`config.mk`:
```
export PLATFORM = sky130hd
export DESIGN_NAME = conv_encoder
export DESIGN_NICKNAME = d
export VERILOG_FILES = /design/src/rtl/conv_encoder.sv
export SDC_FILE = /design/constraint.sdc
export NUM_CORES = 1
export LEC_CHECK = 0
export CAP_MARGIN = 20
export CORE_AREA = 2 2 39 41
export DETAILED_ROUTE_END_ITERATION = 10
export DIE_AREA = 0 0 41 43
export PLACE_DENSITY_LB_ADDON = 0.25
export SETUP_SLACK_MARGIN = 0.05
export SYNTH_ARGS = -nofsm -noshare
export SYNTH_HDL_FRONTEND = slang
export SYNTH_SLANG_ARGS = --single-unit
```
`constraint.sdc`:
```
create_clock -name clk -period 1.9 [get_ports clk]
set_input_delay 0.285 -clock clk [delete_from_list [all_inputs] [get_ports clk]]
set_output_delay 0.285 -clock clk [all_outputs]
set_load 0.005 [all_outputs]
```
`src/rtl/conv_encoder.sv`:
```
// ---------------------------------------------------------------------------
// conv_encoder
//   K=7, rate-1/2 convolutional encoder (g0 = 133, g1 = 171 octal) with
//   optional 802.11a puncturing to rate 2/3 or 3/4, serial in / serial out
//   with valid/ready handshakes on both sides.
//
//   Optional feature macro: CONV_ENC_PUNCTURE_EN
//     defined   : rate input is latched on each accepted in_sof bit and the
//                 coded stream is punctured (00 = 1/2, 01 = 2/3, 10 = 3/4,
//                 11 behaves as 00).
//     undefined : rate is ignored; every accepted bit emits A then B.
//
// Ports
//   clk        in   rising-edge clock
//   reset      in   asynchronous, active-high; clears all state
//   in_valid   in   in_bit carries a scrambled data bit
//   in_bit     in   data bit
//   in_sof     in   in_bit is the first bit of a frame
//   in_ready   out  encoder accepts in_bit this cycle
//   rate       in   puncture select (used only with CONV_ENC_PUNCTURE_EN)
//   out_valid  out  out_bit carries a coded bit
//   out_bit    out  coded, punctured serial bit
//   out_ready  in   downstream accepts out_bit this cycle
// ---------------------------------------------------------------------------
module conv_encoder (
  input  logic       clk,
  input  logic       reset,
  input  logic       in_valid,
  input  logic       in_bit,
  input  logic       in_sof,
  output logic       in_ready,
  input  logic [1:0] rate,
  output logic       out_valid,
  output logic       out_bit,
  input  logic       out_ready
);

  // hist[0] is the bit accepted one transfer ago (d1), hist[5] is d6.
  logic [5:0] hist;
  logic [5:0] hist_eff;
  logic       enc_a;
  logic       enc_b;
  logic       accept;
  logic       pop;
  logic       emit_a;
  logic       emit_b;

  // Output buffer: entry 0 is the registered out_bit/out_valid pair itself,
  // entry 1 (buf1/vld1) is the bit queued behind it.
  logic       vld1;
  logic       buf1;

  assign pop = out_valid & out_ready;

  // Accept only when the buffer will be empty at the clock edge: either it
  // is empty now, or its single bit leaves this cycle. This guarantees both
  // coded bits of an input always fit.
  assign in_ready = ~out_valid | (~vld1 & out_ready);
  assign accept   = in_valid & in_ready;

  // A frame start encodes against an all-zero history.
  assign hist_eff = in_sof ? 6'd0 : hist;

  assign enc_a = in_bit ^ hist_eff[1] ^ hist_eff[2] ^ hist_eff[4] ^ hist_eff[5];
  assign enc_b = in_bit ^ hist_eff[0] ^ hist_eff[1] ^ hist_eff[2] ^ hist_eff[5];

`ifdef CONV_ENC_PUNCTURE_EN
  logic [1:0] rate_reg;
  logic [1:0] rate_eff;
  logic [1:0] phase_reg;
  logic [1:0] phase_eff;
  logic [1:0] phase_next;

  // A frame start takes the rate from the port (reserved 11 folds to 1/2)
  // and restarts the puncture pattern; otherwise the latched values rule.
  assign rate_eff  = in_sof ? ((rate == 2'b11) ? 2'b00 : rate) : rate_reg;
  assign phase_eff = in_sof ? 2'd0 : phase_reg;

  always_comb begin
    emit_a     = 1'b1;
    emit_b     = 1'b1;
    phase_next = 2'd0;
    case (rate_eff)
      2'b01: begin
        // 2/3: phase0 A,B ; phase1 A
        emit_b     = (phase_eff == 2'd0);
        phase_next = (phase_eff == 2'd1) ? 2'd0 : phase_eff + 2'd1;
      end
      2'b10: begin
        // 3/4: phase0 A,B ; phase1 A ; phase2 B
        emit_a     = (phase_eff != 2'd2);
        emit_b     = (phase_eff != 2'd1);
        phase_next = (phase_eff == 2'd2) ? 2'd0 : phase_eff + 2'd1;
      end
      default: begin
        emit_a     = 1'b1;
        emit_b     = 1'b1;
        phase_next = 2'd0;
      end
    endcase
  end

  always_ff @(posedge clk or posedge reset) begin
    if (reset) begin
      rate_reg  <= 2'b00;
      phase_reg <= 2'd0;
    end else if (accept) begin
      rate_reg  <= rate_eff;
      phase_reg <= phase_next;
    end
  end
`else
  // Rate is not used in the unpunctured build.
  logic unused_rate;
  assign unused_rate = ^rate;
  assign emit_a      = 1'b1;
  assign emit_b      = 1'b1;
`endif

  // Encoder history.
  always_ff @(posedge clk or posedge reset) begin
    if (reset) begin
      hist <= 6'd0;
    end else if (accept) begin
      hist <= {hist_eff[4:0], in_bit};
    end
  end

  // Output buffer. On accept the buffer is (or is becoming) empty, so the
  // emitted bits load straight into it: the first emitted bit (A if kept,
  // else B) goes to the output register, B is queued behind only when both
  // are kept.
  always_ff @(posedge clk or posedge reset) begin
    if (reset) begin
      out_valid <= 1'b0;
      out_bit   <= 1'b0;
      vld1      <= 1'b0;
      buf1      <= 1'b0;
    end else if (accept) begin
      out_valid <= 1'b1;
      out_bit   <= emit_a ? enc_a : enc_b;
      vld1      <= emit_a & emit_b;
      buf1      <= enc_b;
    end else if (pop) begin
      out_valid <= vld1;
      out_bit   <= buf1;
      vld1      <= 1'b0;
    end
  end

endmodule
```
# Word-level counts from Yosys, hierarchy flattened
# Index checks and enable logic that the tools add are counted.
[word_totals]
ff_bits = 10
in_bits = 8
output_inout_bits = 3
[classes]
n_mux = 7
n_bitwise = 14
n_reduce_logical = 1
[op_table]
columns = ["operator", "n"]
rows = [
  ["1-bit XOR", 8],
  ["1-bit two-way mux", 6],
  ["6-bit two-way mux", 1],
  ["1-bit bitwise AND", 3],
  ["1-bit inverter", 2],
  ["2-bit nonzero test", 1],
  ["1-bit bitwise OR", 1],
]

# Longest topological paths before layout
# Gate-level depths: netlist of run 1.
[depth]
word_depth = 6
depth_mapped = 5
depth_no_buf = 4

# Least setup slack after synthesis of run 1
# Ideal clock, no wire load.
[synth_path]
path_type = "flip-flop to flip-flop"
from = "reg hist[1]"
to = "reg buf1"
setup_ps = 69
arrival_ps = 1393
t_required_ps = 1831
slack_ps = 439
stages_incl_launch_ff = 5
period_less_slack_ps = 1461
cell_sequence = "dfrtp_1 -> xnor3_2 -> xor2_1 -> or4_1 -> nand3_1"
[synth_via]
elab_chain_len = 4
[synth_lines]
columns = ["item", "line_no", "text"]
rows = [
  ["start, declared", "39", "logic [5:0] hist;"],
  ["start signal, assigned", "125", "hist <= {hist_eff[4:0], in_bit};"],
  ["6-bit two-way mux", "62", "assign hist_eff = in_sof ? 6'd0 : hist;"],
  ["1-bit XOR (3 in a row)", "65", "assign enc_b = in_bit ^ hist_eff[0] ^ hist_eff[1] ^ hist_eff[2] ^ hist_eff[5];"],
  ["end signal, assigned", "143", "buf1 <= enc_b;"],
  ["end, declared", "51", "logic buf1;"],
]
# Every way passes these cells.
# A chain may end at the register's enable or synchronous reset.

# Final worst setup path of run 1
[layout_path]
from = "in out_ready"
to = "out in_ready"
[layout_via]
elab_chain_len = 2
[layout_lines]
columns = ["item", "line_no", "text"]
rows = [
  ["start, declared", "35", "input logic out_ready"],
  ["1-bit bitwise AND", "58", "assign in_ready = ~out_valid | (~vld1 & out_ready);"],
  ["1-bit bitwise OR", "58", ""],
  ["end, declared", "31", "output logic in_ready,"],
]
# Every way passes these cells.

==> reports/results.ini, run 1 <==
[power_and_ir_drop]
power.density_nw_per_um2=1030
vdd_drop_max_uv=651
power.leakage_nw=0.281

[die]
floorplan.die_area_um2=1760
floorplan.initialDensity_pct=35.0
dieWidth_um=41
site_row_count=14
core_um2=1380
die_h_um=43
num_io_pins=11

[cells_and_area]
mostFrequentLayoutCells=sky130_fd_sc_hd__nand2_1, sky130_fd_sc_hd__dfrtp_1, sky130_fd_sc_hd__o21ai_0, sky130_fd_sc_hd__clkdlybuf4s50_1, sky130_fd_sc_hd__inv_1
final_layout_net_count=73
multi_input_area_um2=215
final_layout_size_suffix_gt1_share_pct=9.52
fillers=137
sequential_cell_area_um2=250
post_layout_nonfiller_instances=79
final_core_util_pct=44.7
layout.cells.most_common=sky130_fd_sc_hd__nand2_1
area_growth_pct=27.6
num_antenna_cells=0
final_cell_area_um2=618

[worst_setup_path]
crit_path_cell_trace=clkdlybuf4s50_1 > nand2b_1 > nand2_1 > clkdlybuf4s50_1
worst_ep_required_time_ps=1620
kind_of_cell_adding_the_most_delay_to_the_critical_path=buffers and inverters
cp.arrival_ps=1480
worst_setup_path_end_kind=primary output
cp_common_cell=sky130_fd_sc_hd__clkdlybuf4s50_1
launching_element_type_of_the_critical_path=input port
cp.buffers_inverters=2
crit_slowest_cell=sky130_fd_sc_hd__clkdlybuf4s50_1
timing.setup.critical_path_class=input port to primary output
critical_path.max_fanout=3
critical-path-max-stage-delay_ps=510

[sta]
final.min_clock_period_ps=1770
slew_headroom_pct=74.3
timing.clock.skew_ps=3.12
rsz0062_at_grt=false
timing.fmax_mhz=566
final.period_utilization_pct=93.0
tns_ps=0
max_slew.worst_pin.slew_ps=386
hold_viol_final=0
timing.final.setup_violations=0
layout_setup_ws_ps=133
maxSlewViolCount=0

[yosys]
synthesis.instances=51
syn_area_um2=484
synth_seq_cells=10
ys_types=16
mappedNetlistNets=59
netlist.area_leader.share_pct=51.7
synth.yosys.warnings=0
synth_top_cells_by_area=sky130_fd_sc_hd__dfrtp_1, sky130_fd_sc_hd__nand2_1, sky130_fd_sc_hd__o21ai_0
syn_avg_cell_area_um2=9.49
ys_seq_area_share_pct=51.7
netlist.top_cell.by_area=sky130_fd_sc_hd__dfrtp_1

[place]
gp_routability_congestion=0.722
placed_area_um2=596
placed_cells=76
dp_hpwl_um=684
dpl_worst_slack_ps=131
numPortBuffers=8

[route]
detail_route.iter0.violations=5
antenna_left=0
met2WireLength_um=416
route.detailed.wl_per_inst_um=11.1
drcViolationCount=0
post_drt_via_cell_ratio=4.68
drt-pass1-iter-count=4
postRouteWirelength_um=873
routed-via-count=370
routed-wl-met3_um=40
wl_met1_um=413
highest_routed_layer=met4

[global_route]
initial_antenna_violation_count=0
grt_start_max_net_pins=11
via_count_of_the_first_global_routing_pass=327
global_route.overflow_total=0
grt_first_pass_wirelength_um=1450
groute.usage.overall_pct=12.8

[clock_tree]
tritoncts=done
total_setup_buffers_inserted_after_cts=0
clk_pin_slew_worst_paths_ps=60
tritoncts.num_buffers=3
cts-hold-fix-buffers=0
post_cts_resize_count=0
clock_insertion_delay_at_the_later_pin_of_the_skew_report_ps=260
htree_levels=1
cts.sink_count=10
clk_root_buffer_cell=sky130_fd_sc_hd__clkbuf_4
clock_tree.buffer_depth=2

[min_path]
worstHoldPathType=input port to asynchronous set/reset pin

[status]
run_status=finished clean

[job]
cap_violations=0

metal layers:
metal	vias up	track usage [%]
met5	-	0
met4	0	6.00
met2	6	17.2
li1	196	-
met3	2	7.85
met1	166	15.8
logic make-up after synthesis:
group                     count (synthesis)  synth area share (%)
xor gates and xnor gates                  3                  8.53
muxes                                     1                  2.07
DFF                                      10                  51.7
and+or+nand+nor                          20                  18.6
AOI/OAI and AO/OA                        12                  15.2
buffers and inverters                     5                  3.87
worst reg2reg max path, stage by stage, from the launching register on:
cell and delay (ps):
sky130_fd_sc_hd__dfrtp_1 370, sky130_fd_sc_hd__xnor3_2 450, sky130_fd_sc_hd__xor2_1 170, sky130_fd_sc_hd__or4_1 400
sky130_fd_sc_hd__nand3_1 100
power by group:
| group | leakage (nW) | switching [mW] | internal, mW |
|---|---|---|---|
| clock network | 0.0138 | 0.0620 | 0.0726 |
| logic | 0.139 | 0.0872 | 0.119 |
| registers | 0.127 | 0.0346 | 0.263 |
stage by stage:
step / power [mW] / hold WS, ps
after floorplan: 0.424 / 125
after global placement: 0.505 / 473
after detailed placement: 0.509 / 477
after CTS: 0.648 / 311
after global routing: 0.699 / 337
final: 0.638 / 300
area by class of cell:
type / count / area share [%]
flip-flops and latches: 10 / 40.5
well taps: 16 / 3.24
inverters: 4 / 2.43
clock buffers: 3 / 3.64
multi-input cells: 36 / 34.8
repair buffers: 10 / 15.4
Yosys cell counts:
cell and instances:
sky130_fd_sc_hd__or4_1 1, sky130_fd_sc_hd__dfrtp_1 10, sky130_fd_sc_hd__a211oi_1 2, sky130_fd_sc_hd__nor4b_1 1, sky130_fd_sc_hd__mux2i_1 1, sky130_fd_sc_hd__nand3_1 1, sky130_fd_sc_hd__xor2_1 1, sky130_fd_sc_hd__nand2_1 15
sky130_fd_sc_hd__nand2b_1 2, sky130_fd_sc_hd__inv_1 4, sky130_fd_sc_hd__o2111ai_1 1, sky130_fd_sc_hd__clkbuf_1 1, sky130_fd_sc_hd__xnor2_1 1, sky130_fd_sc_hd__xnor3_2 1, sky130_fd_sc_hd__o21ai_0 8, sky130_fd_sc_hd__a21bo_1 1
state kept, by name, summed over array words and instances, names as in the netlist:
register,flops
hist,6
buf1,1
out_bit,1
out_valid,1
vld1,1
path summary, 6_finish.rpt:
path | startpoint | cells after the start | slack [ps] | to
setup / recovery | out_ready | 4 | 130 | in_ready
hold / removal | reset | 2 | 300 | out_valid
setup reg to reg | hist[1] | 4 | 350 | buf1
hold reg to reg | hist[3] | 2 | 490 | hist[3]
max in group asynchronous | reset | 2 | 1320 | hist[4]
min in group clk | hist[3] | 2 | 490 | hist[3]
(Power assumes the default switching activity.)
==> run 2, diff against run 1 <==
--- a/config.mk
+++ b/config.mk
@@ -9,7 +9,6 @@
 export CORE_AREA = 2 2 39 41
 export DETAILED_ROUTE_END_ITERATION = 10
 export DIE_AREA = 0 0 41 43
-export PLACE_DENSITY_LB_ADDON = 0.25
 export SETUP_SLACK_MARGIN = 0.05
 export SYNTH_ARGS = -nofsm -noshare
 export SYNTH_HDL_FRONTEND = slang
==> run 2 against run 1 <==
  * Power is 0.21% higher
  * Worst hold slack worse by 9.6 ps
  * Core utilization stayed put
  * Critical path type unchanged
  * Critical endpoint unchanged
  * Largest power group unchanged
==> reports/results.ini, run 2 (synthesized netlist as in run 1, its figures left out) <==
[status]
run_status=finished clean

[route]
route.detailed.wl_per_inst_um=10.7
drcViolationCount=0
routed-via-count=374
antenna_left=0
drt-pass1-iter-count=4
postRouteWirelength_um=845
detail_route.iter0.violations=13
post_drt_via_cell_ratio=4.73

[cells_and_area]
number_of_flip_flops_under_the_largest_register_name=6
layout.cells.most_common=sky130_fd_sc_hd__nand2_1
post_layout_nonfiller_instances=79
num_antenna_cells=0
final_layout_size_suffix_gt1_share_pct=9.52
mostFrequentLayoutCells=sky130_fd_sc_hd__nand2_1, sky130_fd_sc_hd__dfrtp_1, sky130_fd_sc_hd__o21ai_0, sky130_fd_sc_hd__clkdlybuf4s50_1, sky130_fd_sc_hd__inv_1
register_with_the_most_flip_flops=hist
final_cell_area_um2=618
area_growth_pct=27.6
final_layout_net_count=73

[worst_setup_path]
cp.arrival_ps=1490
critical_path.max_fanout=3
launching_element_type_of_the_critical_path=input port
worst_ep_required_time_ps=1620
timing.setup.critical_path_class=input port to primary output
worst_setup_path_end_kind=primary output

[clock_tree]
clk_pin_slew_worst_paths_ps=60
post_cts_resize_count=0
htree_levels=1
clock_tree.buffer_depth=2
tritoncts=done
cts-hold-fix-buffers=0
clock_insertion_delay_at_the_later_pin_of_the_skew_report_ps=260
total_setup_buffers_inserted_after_cts=0
clk_root_buffer_cell=sky130_fd_sc_hd__clkbuf_4
cts.sink_count=10
tritoncts.num_buffers=3

[global_route]
grt_start_max_net_pins=11
via_count_of_the_first_global_routing_pass=334
grt_first_pass_wirelength_um=1450
global_route.overflow_total=0
groute.usage.overall_pct=12.6
initial_antenna_violation_count=0

[die]
dieWidth_um=41
core_um2=1380
site_row_count=14
num_io_pins=11
floorplan.die_area_um2=1760
die_h_um=43
floorplan.initialDensity_pct=35.0

[power_and_ir_drop]
clkPwrFrac_pct=22.1
power.net_switching_mw=0.185
power.combinational.fraction_pct=31.5
power.sequential.fraction_pct=46.4
switching_share_pct=28.9
power.density_nw_per_um2=1030
vdd_drop_max_uv=539
power.leakage_nw=0.281
p_int_mw=0.454

[sta]
rsz0062_at_grt=false
max_slew.worst_pin.slew_ps=370
timing.final.setup_violations=0
tns_ps=0
slew_headroom_pct=75.3
hold_viol_final=0
final.period_utilization_pct=93.2
timing.fmax_mhz=565
timing.clock.skew_ps=0.283
maxSlewViolCount=0
final.min_clock_period_ps=1770

[place]
numPortBuffers=8
placed_area_um2=596
placed_cells=76
dp_hpwl_um=665
gp_routability_congestion=0.750

[min_path]
worstHoldPathType=input port to asynchronous set/reset pin

[job]
cap_violations=0

[run 2: final cells by class]
class	instances	area, µm²
fillers	139	766
flip-flops and latches	10	250
multi-input cells	36	215
repair buffers	10	95.1
clock buffers	3	22.5
well taps	16	20.0
inverters	4	15.0
[run 2: final timing paths]
path / from / depth (start not counted) / slack, ps / end
worst max-delay path: out_ready / 4 / 130 / in_ready
worst min-delay path: reset / 2 / 290 / vld1
worst max register to register: hist[1] / 4 / 360 / buf1
worst min register to register: vld1 / 1 / 490 / vld1
max in group asynchronous: reset / 2 / 1340 / hist[5]
min in group clk: vld1 / 1 / 490 / vld1
[run 2: critical path: stages]
cell and delay (ps):
sky130_fd_sc_hd__clkdlybuf4s50_1 500, sky130_fd_sc_hd__nand2b_1 80, sky130_fd_sc_hd__nand2_1 110, sky130_fd_sc_hd__clkdlybuf4s50_1 510
[run 2: power by group through the flow]
stage / clock network (mW) / registers, mW / logic [mW]
after floorplan: 0 / 0.295 / 0.129
after global placement: 0 / 0.300 / 0.204
after detailed placement: 0 / 0.301 / 0.205
after CTS: 0.146 / 0.297 / 0.205
after global routing: 0.157 / 0.303 / 0.229
final: 0.141 / 0.297 / 0.201
[run 2: metal layers]
layer  global-route usage (%)  share of wire [%]  up-vias  wire [µm]
met1                     16.7                 47      160        397
li1                         -                  -      198          -
met4                     12.0                5.0        0         42
met5                        0                  0        -          0
met3                     1.57                4.6        4         39
met2                     16.6                 43       12        366
[run 2: stage by stage]
stage / total power [mW] / hold slack [ps] / utilization [%] / setup slack (ps)
2_1_floorplan: 0.424 / 125 / - / 439
3_3_place_gp: 0.504 / 469 / 43.0 / 139
3_5_place_dp: 0.506 / 477 / 43.0 / 129
4_1_cts: 0.649 / 301 / 44.7 / 126
5_1_grt: 0.689 / 356 / 44.7 / 76.2
6_report: 0.639 / 290 / 44.7 / 130
